`config.mk`:
```
export PLATFORM = sky130hd
export DESIGN_NAME = au_seq_flat
export DESIGN_NICKNAME = d
export VERILOG_FILES = /design/src/rtl/au_pkg.sv /design/src/rtl/au_seq_if.sv /design/src/rtl/au_seq.sv /design/src/flat_wrapper.sv
export SDC_FILE = /design/constraint.sdc
export NUM_CORES = 1
export LEC_CHECK = 0
export CORE_MARGIN = 2
export CORE_UTILIZATION = 46
export DETAILED_ROUTE_END_ITERATION = 7
export HOLD_SLACK_MARGIN = 0.1
export PLACE_DENSITY = 0.95
export SLEW_MARGIN = 20
export SYNTH_ARGS = -nofsm -noshare
export SYNTH_HDL_FRONTEND = slang
export SYNTH_SLANG_ARGS = --single-unit
```
`constraint.sdc`:
```
create_clock -name clk -period 3.45 [get_ports clk]
set_input_delay 0.69 -clock clk [delete_from_list [all_inputs] [get_ports clk]]
set_output_delay 0.69 -clock clk [all_outputs]
set_load 0.1 [all_outputs]
```
`src/rtl/au_pkg.sv`:
```
// Shared definitions for the AU sequencer: opcode map, FSM encoding, default width.
package au_pkg;

    localparam int AU_W = 8;

    localparam logic [3:0] OP_LDA  = 4'b0001;
    localparam logic [3:0] OP_LDB  = 4'b0010;
    localparam logic [3:0] OP_MOVA = 4'b0100;
    localparam logic [3:0] OP_MOVB = 4'b0101;
    localparam logic [3:0] OP_ADD  = 4'b1000;
    localparam logic [3:0] OP_SUB  = 4'b1001;
    localparam logic [3:0] OP_OUT  = 4'b1101;

    typedef enum logic [1:0] {
        S_IDLE  = 2'd0,
        S_EXEC  = 2'd1,
        S_OWAIT = 2'd2
    } state_t;

    // Opcodes that need an execute cycle on the AU.
    function automatic logic is_au_op(input logic [3:0] op);
        return (op == OP_MOVA) || (op == OP_MOVB) || (op == OP_ADD) ||
               (op == OP_SUB)  || (op == OP_OUT);
    endfunction

endpackage

```
`src/rtl/au_seq_if.sv`:
```
// Instruction-in and result-out handshake channels of the AU sequencer.
interface au_seq_if #(parameter int W = 8);
    logic         ins_valid;
    logic         ins_ready;
    logic [7:0]   ins;
    logic [W-1:0] din;
    logic [W-1:0] out_data;
    logic         out_valid;
    logic         out_ready;

    modport master (
        output ins_valid, ins, din, out_ready,
        input  ins_ready, out_data, out_valid
    );

    modport slave (
        input  ins_valid, ins, din, out_ready,
        output ins_ready, out_data, out_valid
    );
endinterface

```
`src/rtl/au_seq.sv`:
```
// Sequencer for the combinational AU: owns A/B/G, issues one EXEC cycle per
// AU instruction and forwards OUT results through a valid/ready port.
module au_seq
    import au_pkg::*;
#(
    parameter int W = AU_W
) (
    input  logic         clk,
    input  logic         rst,
    au_seq_if.slave      bus,
    output logic         au_en,
    output logic [3:0]   ac,
    output logic [W-1:0] au_a,
    output logic [W-1:0] au_b,
    input  logic [W-1:0] au_t,
    input  logic         au_gf,
    output logic [W-1:0] reg_a,
    output logic [W-1:0] reg_b,
    output logic         g_flag,
    output logic         err
);

    state_t       state_q, state_n;
    logic [3:0]   op_q;
    logic [W-1:0] a_q, b_q, out_q;
    logic         g_q, err_q;

    logic [3:0]   opcode;
    logic         ins_ready_c, out_valid_c;
    logic         ins_take;
    logic         unused_ins_lo;

    assign opcode        = bus.ins[7:4];
    assign unused_ins_lo = ^bus.ins[3:0];
    assign ins_take      = (state_q == S_IDLE) && bus.ins_valid;

    always_ff @(posedge clk) begin
        if (rst) state_q <= S_IDLE;
        else     state_q <= state_n;
    end

    // Operands come straight from registered state so they are stable for the whole EXEC cycle.
    always_comb begin
        state_n     = state_q;
        ins_ready_c = 1'b0;
        out_valid_c = 1'b0;
        au_en       = 1'b0;
        ac          = 4'b0000;
        au_a        = a_q;
        au_b        = b_q;
        case (state_q)
            S_IDLE: begin
                ins_ready_c = !rst;
                if (bus.ins_valid && is_au_op(opcode)) state_n = S_EXEC;
            end
            S_EXEC: begin
                au_en = 1'b1;
                ac    = op_q;
                if (op_q == OP_MOVB) au_a = b_q;
                state_n = (op_q == OP_OUT) ? S_OWAIT : S_IDLE;
            end
            S_OWAIT: begin
                out_valid_c = 1'b1;
                if (bus.out_ready) state_n = S_IDLE;
            end
            default: state_n = S_IDLE;
        endcase
    end

    always_ff @(posedge clk) begin
        if (rst) begin
            a_q   <= '0;
            b_q   <= '0;
            g_q   <= 1'b0;
            out_q <= '0;
            op_q  <= 4'b0000;
            err_q <= 1'b0;
        end else begin
            err_q <= 1'b0;
            if (ins_take) begin
                case (opcode)
                    OP_LDA:  a_q <= bus.din;
                    OP_LDB:  b_q <= bus.din;
                    OP_MOVA, OP_MOVB, OP_ADD, OP_SUB, OP_OUT: op_q <= opcode;
                    default: err_q <= 1'b1;
                endcase
            end
            // Writeback: au_t is only meaningful while au_en is high.
            if (state_q == S_EXEC) begin
                case (op_q)
                    OP_MOVA: b_q <= au_t;
                    OP_MOVB, OP_ADD: a_q <= au_t;
                    OP_SUB: begin
                        a_q <= au_t;
                        g_q <= au_gf;
                    end
                    OP_OUT:  out_q <= au_t;
                    default: ;
                endcase
            end
        end
    end

    assign bus.ins_ready = ins_ready_c;
    assign bus.out_valid = out_valid_c;
    assign bus.out_data  = out_q;
    assign reg_a         = a_q;
    assign reg_b         = b_q;
    assign g_flag        = g_q;
    assign err           = err_q;

endmodule
```
`src/flat_wrapper.sv`:
```
// flat-port wrapper written by rule: the top's interface ports become plain ports
module au_seq_flat import au_pkg::*;
#(
    parameter int W = AU_W
)
  (clk, rst, au_en, ac, au_a, au_b, au_t, au_gf, reg_a, reg_b, g_flag, err, bus_ins_valid, bus_ins, bus_din, bus_out_ready, bus_ins_ready, bus_out_data, bus_out_valid);
  au_seq_if #(.W(W)) bus_i ();
  input  logic clk;
  input  logic rst;
  output logic au_en;
  output logic [3:0] ac;
  output logic [W-1:0] au_a;
  output logic [W-1:0] au_b;
  input  logic [W-1:0] au_t;
  input  logic au_gf;
  output logic [W-1:0] reg_a;
  output logic [W-1:0] reg_b;
  output logic g_flag;
  output logic err;
  input wire logic [$bits(bus_i.ins_valid)-1:0] bus_ins_valid;
  input wire logic [$bits(bus_i.ins)-1:0] bus_ins;
  input wire logic [$bits(bus_i.din)-1:0] bus_din;
  input wire logic [$bits(bus_i.out_ready)-1:0] bus_out_ready;
  output wire logic [$bits(bus_i.ins_ready)-1:0] bus_ins_ready;
  output wire logic [$bits(bus_i.out_data)-1:0] bus_out_data;
  output wire logic [$bits(bus_i.out_valid)-1:0] bus_out_valid;
  assign bus_i.ins_valid = bus_ins_valid;
  assign bus_i.ins = bus_ins;
  assign bus_i.din = bus_din;
  assign bus_i.out_ready = bus_out_ready;
  assign bus_ins_ready = bus_i.ins_ready;
  assign bus_out_data = bus_i.out_data;
  assign bus_out_valid = bus_i.out_valid;
  au_seq #(.W(W)) u_core (.clk(clk), .rst(rst), .bus(bus_i), .au_en(au_en), .ac(ac), .au_a(au_a), .au_b(au_b), .au_t(au_t), .au_gf(au_gf), .reg_a(reg_a), .reg_b(reg_b), .g_flag(g_flag), .err(err));
endmodule
```
# Word level (Yosys, flattened, before mapping)
# Index checks and enable logic that the tools add are counted.
# word_totals
inputBits	29
regBits	32
output_inout_bits	49
elab_cells	59
# op_classes
n_reduce_logical	16
bitwise_logic	1
muxes	19
eq_ne	16
# ops
cell	count
$mux W8	10
$eq A4 B4 Y1 const B	6
$eq A4 B3 Y1 const B	4
$reduce_and A2 Y1	4
$reduce_or A7 Y1	1
$mux W2	3
$pmux W2 S3	1
$reduce_or A5 Y1	1
$eq A4 B1 Y1 const B	1
$eq A4 B2 Y1 const B	1
$logic_or A1 B1 Y1	4
$mux W1	4
$mux W4	1
$ne A2 B2 Y1 const B	2
$reduce_or A3 Y1	1
$eq A2 B1 Y1 const B	1
$eq A2 B2 Y1 const B	1
$logic_and A1 B1 Y1	2
$logic_not A2 Y1	1
$reduce_or A2 Y1	1
$logic_not A1 Y1	1
$not A1 Y1	1

# Logic depth before layout (Yosys ltp)
# Gate-level depths: netlist of run 1.
# logic_depth
word_depth	8
depth_mapped	6
ltp_nobuf	3

# Worst setup path after synthesis of run 1
# No wires, ideal clock.
# synth_timing
path_type	in2out
start	input port rst
end	output port bus_ins_ready
n_path_buf	2
t_arrival_ps	3103
setup_slack_ps	-343
t_required_ps	2760
cell_stages	3
cell_sequence	clkbuf_1 clkbuf_1 nor3_1
# synth_via
elab_chain_len	2
# synth_lines
element	line	rtl
from (decl)	flat_wrapper.sv:9	input logic rst;
$logic_not A1 Y1	au_seq.sv:53	ins_ready_c = !rst;
$mux W1	au_seq.sv:51	case (state_q)
to (decl)	flat_wrapper.sv:24	output wire logic [$bits(bus_i.ins_ready)-1:0] bus_ins_ready;
# No other way between the ends.

# Worst setup path in the final report of run 1
# layout_timing
start	register u_core.state_q[0]
end	output port au_a[0]
# layout_via
elab_chain_len	2
# layout_lines
element	line	rtl
from (decl)	au_seq.sv:23	state_t state_q, state_n;
from (signal assigned)	au_seq.sv:39	else state_q <= state_n;
$eq A2 B1 Y1	au_seq.sv:51	
$mux W8	au_seq.sv:51	
to (decl)	flat_wrapper.sv:12	output logic [W-1:0] au_a;
# No other way between the ends.

==> results.md, run 1 <==
Synthesis:
- The most frequently used flop master after synthesis is sky130_fd_sc_hd__dfxtp_1.
- The number of nets handed over by synthesis was 241.
- The synthesized design contains 0 enable-type register cells.
- After synthesis, the netlist uses 41 different library cells.
- The area share of the leading cell type in the synthesized netlist is 34.1%.
- The number of warning messages in the yosys log is 0.
- After synthesis, flip-flops and latches occupy 34.1% of the total area.
- Sorting the synthesized cells by area gives the leading types as sky130_fd_sc_hd__dfxtp_1 34%, sky130_fd_sc_hd__nand3_1 6.7%, sky130_fd_sc_hd__a311oi_2 6.4%.
- The synthesized design spends more area on one cell type than any other, namely sky130_fd_sc_hd__dfxtp_1.
- The mapped netlist covers 1880 sq um.
- The cell count after synthesis came out at 212.
- The commonest cells after synthesis are 32 x sky130_fd_sc_hd__dfxtp_1, 25 x sky130_fd_sc_hd__nand3_1, 16 x sky130_fd_sc_hd__o21ai_1.
- The average footprint of a synthesized cell is 8.87 sq um.
- The proportion of register bits with asynchronous set or reset after synthesis is 0%.
- In this run, synthesis produced a sequential element count of 32.
- The cell with the most instances after synthesis is sky130_fd_sc_hd__dfxtp_1.

Timing:
- Across all hold checks on the routed design, the worst slack comes to 0.471 ns.
- The max-slew violation count is 0.
- The final hold violation count was 0.
- Setup repair after global routing left no endpoint under its margin.
- The worst clock skew is 0.00553 ns.
- The accumulated negative setup slack is 0 ns.
- In the finished design, the share of the clock period the worst path needs comes to 82.4%.
- The total setup violations reported at the end of the flow is 0.
- The worst path needs 2.84 ns of the cycle, external delays included.
- The worst pin sits at a relative slew slack of 34.2%.
- The transition at the pin with the smallest max-transition slack is 0.984 ns.
- The highest clock rate is 352 MHz.

Floorplan:
- The core region is 3970 sq um.
- The cell row count is 23.
- The top-level I/O count is 78.
- The die is 67.9 um wide.
- The die covers 4620 sq um.
- Once the floorplan was initialized, standard cells occupied 47.4% of the core.
- The vertical die dimension is 67.9 um.

Global route:
- The number of global-route vias before repair was 1845.
- Global routing used 24.8% of the available tracks.
- The initial antenna violation count is 0.
- The total overflow left after global routing is 0.
- Entering global routing, the biggest net connects 33 pins.
- The first global-routing pass estimated 8650 um of wire.

Routing:
- The via density per instance is 6.23.
- After detailed routing, the total wire length is 5330 um.
- The average wire per cell in the routed design is 16.9 um.
- The first routing iteration left 211 violations.
- The first detailed-routing pass ran for 4 iterations.
- The routed layout has 1963 vias.
- The number of nets with antenna violations after routing is 0.
- The number of DRC violations after detailed routing is 0.

CTS:
- At the later pin of the worst-skew pair, clock insertion delay measures 0.29 ns.
- CTS saw 32 sinks.
- The TritonCTS clock tree is yes.
- The number of gates resized after CTS was 0.
- Clock-pin slew was measured on the worst setup and hold paths at 0.06 ns.
- CTS built an H-tree with a depth of 2.
- The count of hold buffers inserted by post-cts repair is 0.
- The deepest clock path buffer count is 2.
- The number of buffers added by the clock tree synthesis step is 5.
- The count of buffers added by post-CTS timing repair for setup is 0.
- The cell chosen for the clock root is sky130_fd_sc_hd__clkbuf_8.

Status:
- The flow ran to the end, and the final reports show no timing, DRC or antenna violations.

Setup path:
- The setup path with the least slack is of type reg2out.
- For the worst setup path, the data required time is 2.76 ns.
- The cell at the slowest stage of the critical path is sky130_fd_sc_hd__dfxtp_1.
- The worst-path maximum fanout is 12.
- The category of the worst setup path launch point is a flip-flop.
- Together, buffers and inverters on the worst path number 1.
- On the worst path, the slowest cell contributes a delay of 0.57 ns.
- The signal on the critical path passes through and2b_1 -> nand4b_2 -> mux2_1 -> buf_12.
- Broken down by cell family, the worst path's largest delay share belongs to simple AND/OR/NAND/NOR gates.
- The data arrival time of the critical path is 2.15 ns.
- The endpoint class of the critical path is an output pin.

Final layout:
- The layout has 313 filler cells.
- The fraction of final layout cells sized beyond drive strength 1 is 14.3%.
- The count of cells in the finished layout, fillers not included, comes to 315.
- The area growth from synthesis to layout is 43.2%.
- The final layout contains 294 nets.
- 0 antenna diodes ended up in the layout.

Pwr:
- The maximum vdd ir drop is 0.221 mV.
- The design internal power is 0.617 mW.
- The switching power total is 0.266 mW.
- Dividing total power by cell area gives a power density of 328 nW/um^2.
- Summed over all cells, the static leakage comes to 0.900 nW.
- The share of total power dissipated in combinational logic is 21.3%.
- In this run, the clock network consumes 35.3% of the power.
- Net switching is 30.1% of the power.
- The share of total power dissipated in sequential elements is 43.5%.

Place:
- The quantity of I/O buffers inserted on ports is 73.
- Once placement completed, the tool counted placed cells totaling 308.
- The routability congestion estimate is 0.900.
- The sum of net half-perimeters after detailed placement is 3920 um.

Flow run:
- The number of max-cap violations is 0.

Worst hold path:
- The min-delay analysis places its worst path in the category reg2reg.
-- cell families after synthesis --
group	Yosys count	synth area share, %
AO/OA/AOI/OAI	70	26.9
AND/OR/NAND/NOR	69	23.9
buffers and inverters	33	10.3
flip-flops	32	34.1
multiplexers	8	4.79
-- layout make-up --
class                   count  area, sq um  share of cell area (%)
repair buffers             77          836                    31.0
inverters                   2         7.51                   0.279
clock buffers               7         96.3                    3.58
multi-input cells         147         1050                    39.0
flip-flops and latches     32          641                    23.8
well taps                  50         62.6                    2.32
-- power by group through the flow --
stage,clock [mW],sequential [mW],combinational (mW)
after floorplan,0,0.419,0.0932
after global placement,0,0.391,0.183
after detailed placement,0,0.392,0.186
after CTS,0.316,0.384,0.187
after global routing,0.335,0.385,0.196
final,0.312,0.384,0.188
-- placed cells by master (no fill, tap or decap), types with 2 or more instances in the layout --
cell | netlist | final
sky130_fd_sc_hd__buf_12 | 0 | 9
sky130_fd_sc_hd__nand3b_1 | 2 | 2
sky130_fd_sc_hd__or3b_1 | 4 | 4
sky130_fd_sc_hd__dfxtp_1 | 32 | 32
sky130_fd_sc_hd__and2b_1 | 2 | 2
sky130_fd_sc_hd__o21ai_1 | 16 | 16
sky130_fd_sc_hd__nand2b_1 | 2 | 2
sky130_fd_sc_hd__nor3_1 | 10 | 9
sky130_fd_sc_hd__a21oi_1 | 13 | 13
sky130_fd_sc_hd__o31ai_1 | 4 | 4
sky130_fd_sc_hd__nor3b_1 | 3 | 3
sky130_fd_sc_hd__mux2_1 | 8 | 8
sky130_fd_sc_hd__clkdlybuf4s50_1 | 0 | 58
sky130_fd_sc_hd__or4b_1 | 2 | 2
sky130_fd_sc_hd__clkbuf_8 | 0 | 7
sky130_fd_sc_hd__nor4b_1 | 2 | 2
sky130_fd_sc_hd__o21ai_0 | 8 | 8
sky130_fd_sc_hd__a211oi_1 | 8 | 8
sky130_fd_sc_hd__and2_1 | 4 | 4
sky130_fd_sc_hd__buf_4 | 9 | 10
sky130_fd_sc_hd__a311oi_1 | 8 | 8
sky130_fd_sc_hd__inv_1 | 2 | 2
sky130_fd_sc_hd__a311oi_2 | 8 | 8
sky130_fd_sc_hd__nor2_1 | 3 | 3
sky130_fd_sc_hd__nand3_1 | 25 | 25
-- registers in the layout, indices dropped and copies added (netlist names) --
register and flops:
u_core.g_flag 1, u_core.au_b 8, u_core.state_q 2, u_core.bus.out_data 8
u_core.op_q 4, u_core.err 1, u_core.reg_a 8
-- worst register-to-register path, delay by kind of cell (launching register included) --
| kind | cells | cell delay [ns] |
|---|---|---|
| flops | 1 | 0.57 |
| simple gates | 2 | 1.06 |
| compound gates | 1 | 0.30 |
-- through the flow --
step | total power [mW] | cell area, sq um | util (%) | setup WS, ns
2_1_floorplan | 0.512 | 1890 | - | 0.237
3_5_place_dp | 0.578 | 2600 | 65.4 | 0.786
5_1_grt | 0.915 | 2690 | 67.8 | 0.448
4_1_cts | 0.887 | 2690 | 67.8 | 0.577
6_report | 0.883 | 2690 | 67.8 | 0.607
3_3_place_gp | 0.575 | 2600 | 65.4 | 0.847
-- worst paths after layout --
| kind | from | endpoint | slack [ns] | depth (start not counted) |
|---|---|---|---|---|
| worst max-delay path | u_core.state_q[0] | au_a[0] | 0.61 | 4 |
| worst min-delay path | u_core.g_flag | u_core.g_flag | 0.47 | 2 |
| worst max register to register | u_core.state_q[0] | u_core.au_b[7] | 1.42 | 3 |
| worst min register to register | u_core.g_flag | u_core.g_flag | 0.47 | 2 |
-- metal layers --
metal  up-vias  track usage (%)  routed length [um]
met2       106             42.8                2750
met5         -                0                   0
met3        16             8.55                 438
met4         0             8.25                 108
li1        911                -                   -
met1       930             28.6                2030
Note: power is estimated with default switching activity, not from simulation.
==> run 2: changes to the inputs <==
--- a/config.mk
+++ b/config.mk
@@ -6,10 +6,10 @@
 export NUM_CORES = 1
 export LEC_CHECK = 0
 export CORE_MARGIN = 2
-export CORE_UTILIZATION = 46
+export CORE_UTILIZATION = 39
 export DETAILED_ROUTE_END_ITERATION = 7
 export HOLD_SLACK_MARGIN = 0.1
-export PLACE_DENSITY = 0.95
+export PLACE_DENSITY = 0.87
 export SLEW_MARGIN = 20
 export SYNTH_ARGS = -nofsm -noshare
 export SYNTH_HDL_FRONTEND = slang
==> constraint.sdc (replaced) <==
create_clock -name clk -period 2.61 [get_ports clk]
set_input_delay 0.522 -clock clk [delete_from_list [all_inputs] [get_ports clk]]
set_output_delay 0.522 -clock clk [all_outputs]
set_load 0.1 [all_outputs]
==> run 2 against run 1 <==
Critical path depth unchanged. Sequential share of layout area about the same. Clock-buffer cell count decreased by 1. Core utilization decreased by 10 points. Final cell count increased by 3.2%. Sequential cell count unchanged. Combinational power increased by 34%. Register-to-register slack got worse by 0.69 ns. Clock power increased by 27%. Power increased by 31%. First-iteration DRC count decreased by 0.95%. Largest cell class unchanged.
==> results.md, run 2 (synthesis gave the netlist of run 1 again) <==
Global route:
- Global routing consumed, over all layers together, 19.9% of the routing resources.
- The initial antenna violation count is 0.
- The global-route congestion overflow total is 0.
- The number of global-route vias before repair is 1775.
- The first global-routing pass estimated 8340 um of wire.
- Entering global routing, the biggest net connects 33 pins.

Final layout:
- The antenna diode instance count is 0.
- In the final layout, the share of cells above drive strength 1 is 32.1%.
- In the layout the commonest cells are 45 x sky130_fd_sc_hd__buf_4, 32 x sky130_fd_sc_hd__dfxtp_1, 25 x sky130_fd_sc_hd__nand3_1.
- The area growth from synthesis to layout is 43.5%.
- The commonest non-fill, non-tap cell in the layout is sky130_fd_sc_hd__buf_4.
- The number of nets in the final layout is 299.
- Once layout is complete, the cells apart from fillers number 325.
- Cells fill 57.5% of the core in the end.

Setup path:
- The cell at the slowest stage of the critical path is sky130_fd_sc_hd__dfxtp_1.
- The data arrival time of the critical path is 1.92 ns.
- The worst-path maximum fanout is 9.
- The type of the worst setup path is reg2out.
- STA puts the critical path data required time at 2.09 ns.
- The signal on the critical path passes through nor2b_1 -> nand4b_2 -> mux2_2 -> buf_12.
- The stage delay of the slowest cell on the critical path is 0.47 ns.
- The cell family contributing the most delay on the critical path is simple AND/OR/NAND/NOR gates.
- The category of the worst setup path launch point is a flip-flop.
- The combined buffer and inverter count along the critical path is 1.
- The endpoint class of the critical path is an output pin.

Timing:
- Setup repair after global routing left no endpoint under its margin.
- Setup violations remaining at the end of the flow were counted as 0.
- The clock arrives with 0.00866 ns of skew.
- Hold timing on the final database bottoms out at a slack of 0.479 ns.
- The highest clock rate is 409 MHz.
- The max-slew violation count came to 0.
- The accumulated negative setup slack is 0 ns.
- The final period utilization is 93.7%.
- The minimum period implied by the final worst setup slack is 2.45 ns.
- At the pin with the least slew margin, the transition time is 0.701 ns.
- Measured against its own limit, the worst slew margin works out to 53.3%.
- The final hold violation count came to 0.

CTS:
- The deepest clock path buffer count is 2.
- TritonCTS built the clock tree.
- CTS built an H-tree with a depth of 2.
- The number of buffers added by the clock tree synthesis step is 5.
- Post-CTS repair changed the size of 0 cells.
- Counting every sink on the clock net gives 32.
- The clock latency reported for the late side of the worst-skew pair is 0.29 ns.
- The count of hold buffers inserted by post-cts repair is 0.
- The count of buffers added by post-CTS timing repair for setup is 0.
- The clock transition at the register clock pins on the worst setup and hold paths after CTS is 0.06 ns.
- The cell chosen for the clock root is sky130_fd_sc_hd__clkbuf_8.

Pwr:
- Summed over all nets, the switching power comes to 0.360 mW.
- The part of the power in the clock network is 34.4%.
- The analysis attributes to cell leakage a power of 0.999 nW.
- The fraction of power spent switching nets is 31.2%.
- Per report_power, the sequential group accounts for 43.8% of the total.
- The design internal power is 0.794 mW.
- The power per standard cell area is 428 nW/um^2.
- The part of the total power dissipated in combinational logic is 21.8%.
- The maximum vdd ir drop is 0.183 mV.

Floorplan:
- The floorplan has 25 rows.
- The top-level I/O count is 78.
- The die is 73.4 um wide.
- The die is 73.4 um tall.
- The placeable core area is 4690 sq um.
- The total die area is 5390 sq um.
- The initial utilization of the core area, before any placement, comes to 40.1%.

Place:
- Summed over all nets, the half-perimeter wirelength after detailed placement is 3810 um.
- The instance count after placement with tap cells included is 317.
- The quantity of I/O buffers inserted on ports is 73.
- At the end of routability-driven placement, the weighted congestion stood at 0.860.

Routing:
- The routed length on met3 is 341 um.
- The via density per instance is 5.94.
- The initial detailed-routing violation count is 209.
- Wires add up to 5180 um.
- The number of nets with antenna violations after routing is 0.
- After detailed routing, the number of remaining DRC violations is 0.
- The first detailed-routing pass took 4 iterations.
- After detailed routing, the met2 layer carries 2670 um of wire.
- The vias after detailed routing is 1931.
- The average wire per cell in the routed design is 15.9 um.
- The uppermost layer routed is met4.
- For this block, wires on met1 add up to 2080 um.

Flow run:
- The number of max-cap violations is 0.

Worst hold path:
- The min-delay analysis places its worst path in the category reg2reg.

Status:
- The flow ran to the end, and the final reports show no timing, DRC or antenna violations.
run 2: cell count changes in the layout (fill, tap and decap cells not counted):
| cell | before | now |
|---|---|---|
| sky130_fd_sc_hd__buf_12 | 9 | 13 |
| sky130_fd_sc_hd__clkinv_2 | 0 | 2 |
| sky130_fd_sc_hd__mux2_1 | 8 | 0 |
| sky130_fd_sc_hd__clkbuf_8 | 7 | 6 |
| sky130_fd_sc_hd__buf_4 | 10 | 45 |
| sky130_fd_sc_hd__and2b_2 | 0 | 1 |
| sky130_fd_sc_hd__clkdlybuf4s50_1 | 58 | 24 |
| sky130_fd_sc_hd__and2b_1 | 2 | 1 |
| sky130_fd_sc_hd__mux2_2 | 0 | 8 |
run 2: path summary, 6_finish.rpt:
| kind | start | endpoint | slack (ns) | cells past startpoint |
|---|---|---|---|---|
| worst max register to register | u_core.state_q[0] | u_core.au_b[7] | 0.73 | 4 |
| worst min register to register | u_core.g_flag | u_core.g_flag | 0.48 | 2 |
| worst min-delay path | u_core.g_flag | u_core.g_flag | 0.48 | 2 |
| worst max-delay path | u_core.op_q[2] | au_a[0] | 0.16 | 4 |
run 2: worst min-delay path: cells and delay by family, from the launching register on:
kind           cells  cell delay [ns]
AO/OA/AOI/OAI      2             0.12
flip-flops         1             0.31
run 2: layout make-up:
type                       instances  area [sq um]
clock buffer                       6          82.6
sequential                        32           641
fill                             405          1990
clock inverter                     2          10.0
multi-input combinational        147          1050
tap                               54          67.6
timing repair buffer              82           838
inverter                           2          7.51
run 2: power by group through the flow:
| stage | clock, mW | sequential [mW] | combinational (mW) |
|---|---|---|---|
| after floorplan | 0 | 0.554 | 0.124 |
| after global placement | 0 | 0.516 | 0.247 |
| after detailed placement | 0 | 0.516 | 0.250 |
| after CTS | 0.401 | 0.506 | 0.251 |
| after global routing | 0.430 | 0.507 | 0.263 |
| final | 0.397 | 0.506 | 0.252 |
run 2: layer usage:
layer,track usage [%],vias up
met4,9.29,0
met5,0,-
met2,31.6,77
met3,5.90,9
met1,24.5,925
li1,-,920
run 2: metrics by stage:
stage / worst slack [ns] / total power [mW] / instance area [sq um]
after floorplan: 0.0119 / 0.678 / 1890
after global placement: 0.437 / 0.763 / 2610
after detailed placement: 0.420 / 0.766 / 2610
after CTS: 0.122 / 1.16 / 2700
after global routing: 0.0204 / 1.20 / 2700
final: 0.163 / 1.15 / 2700
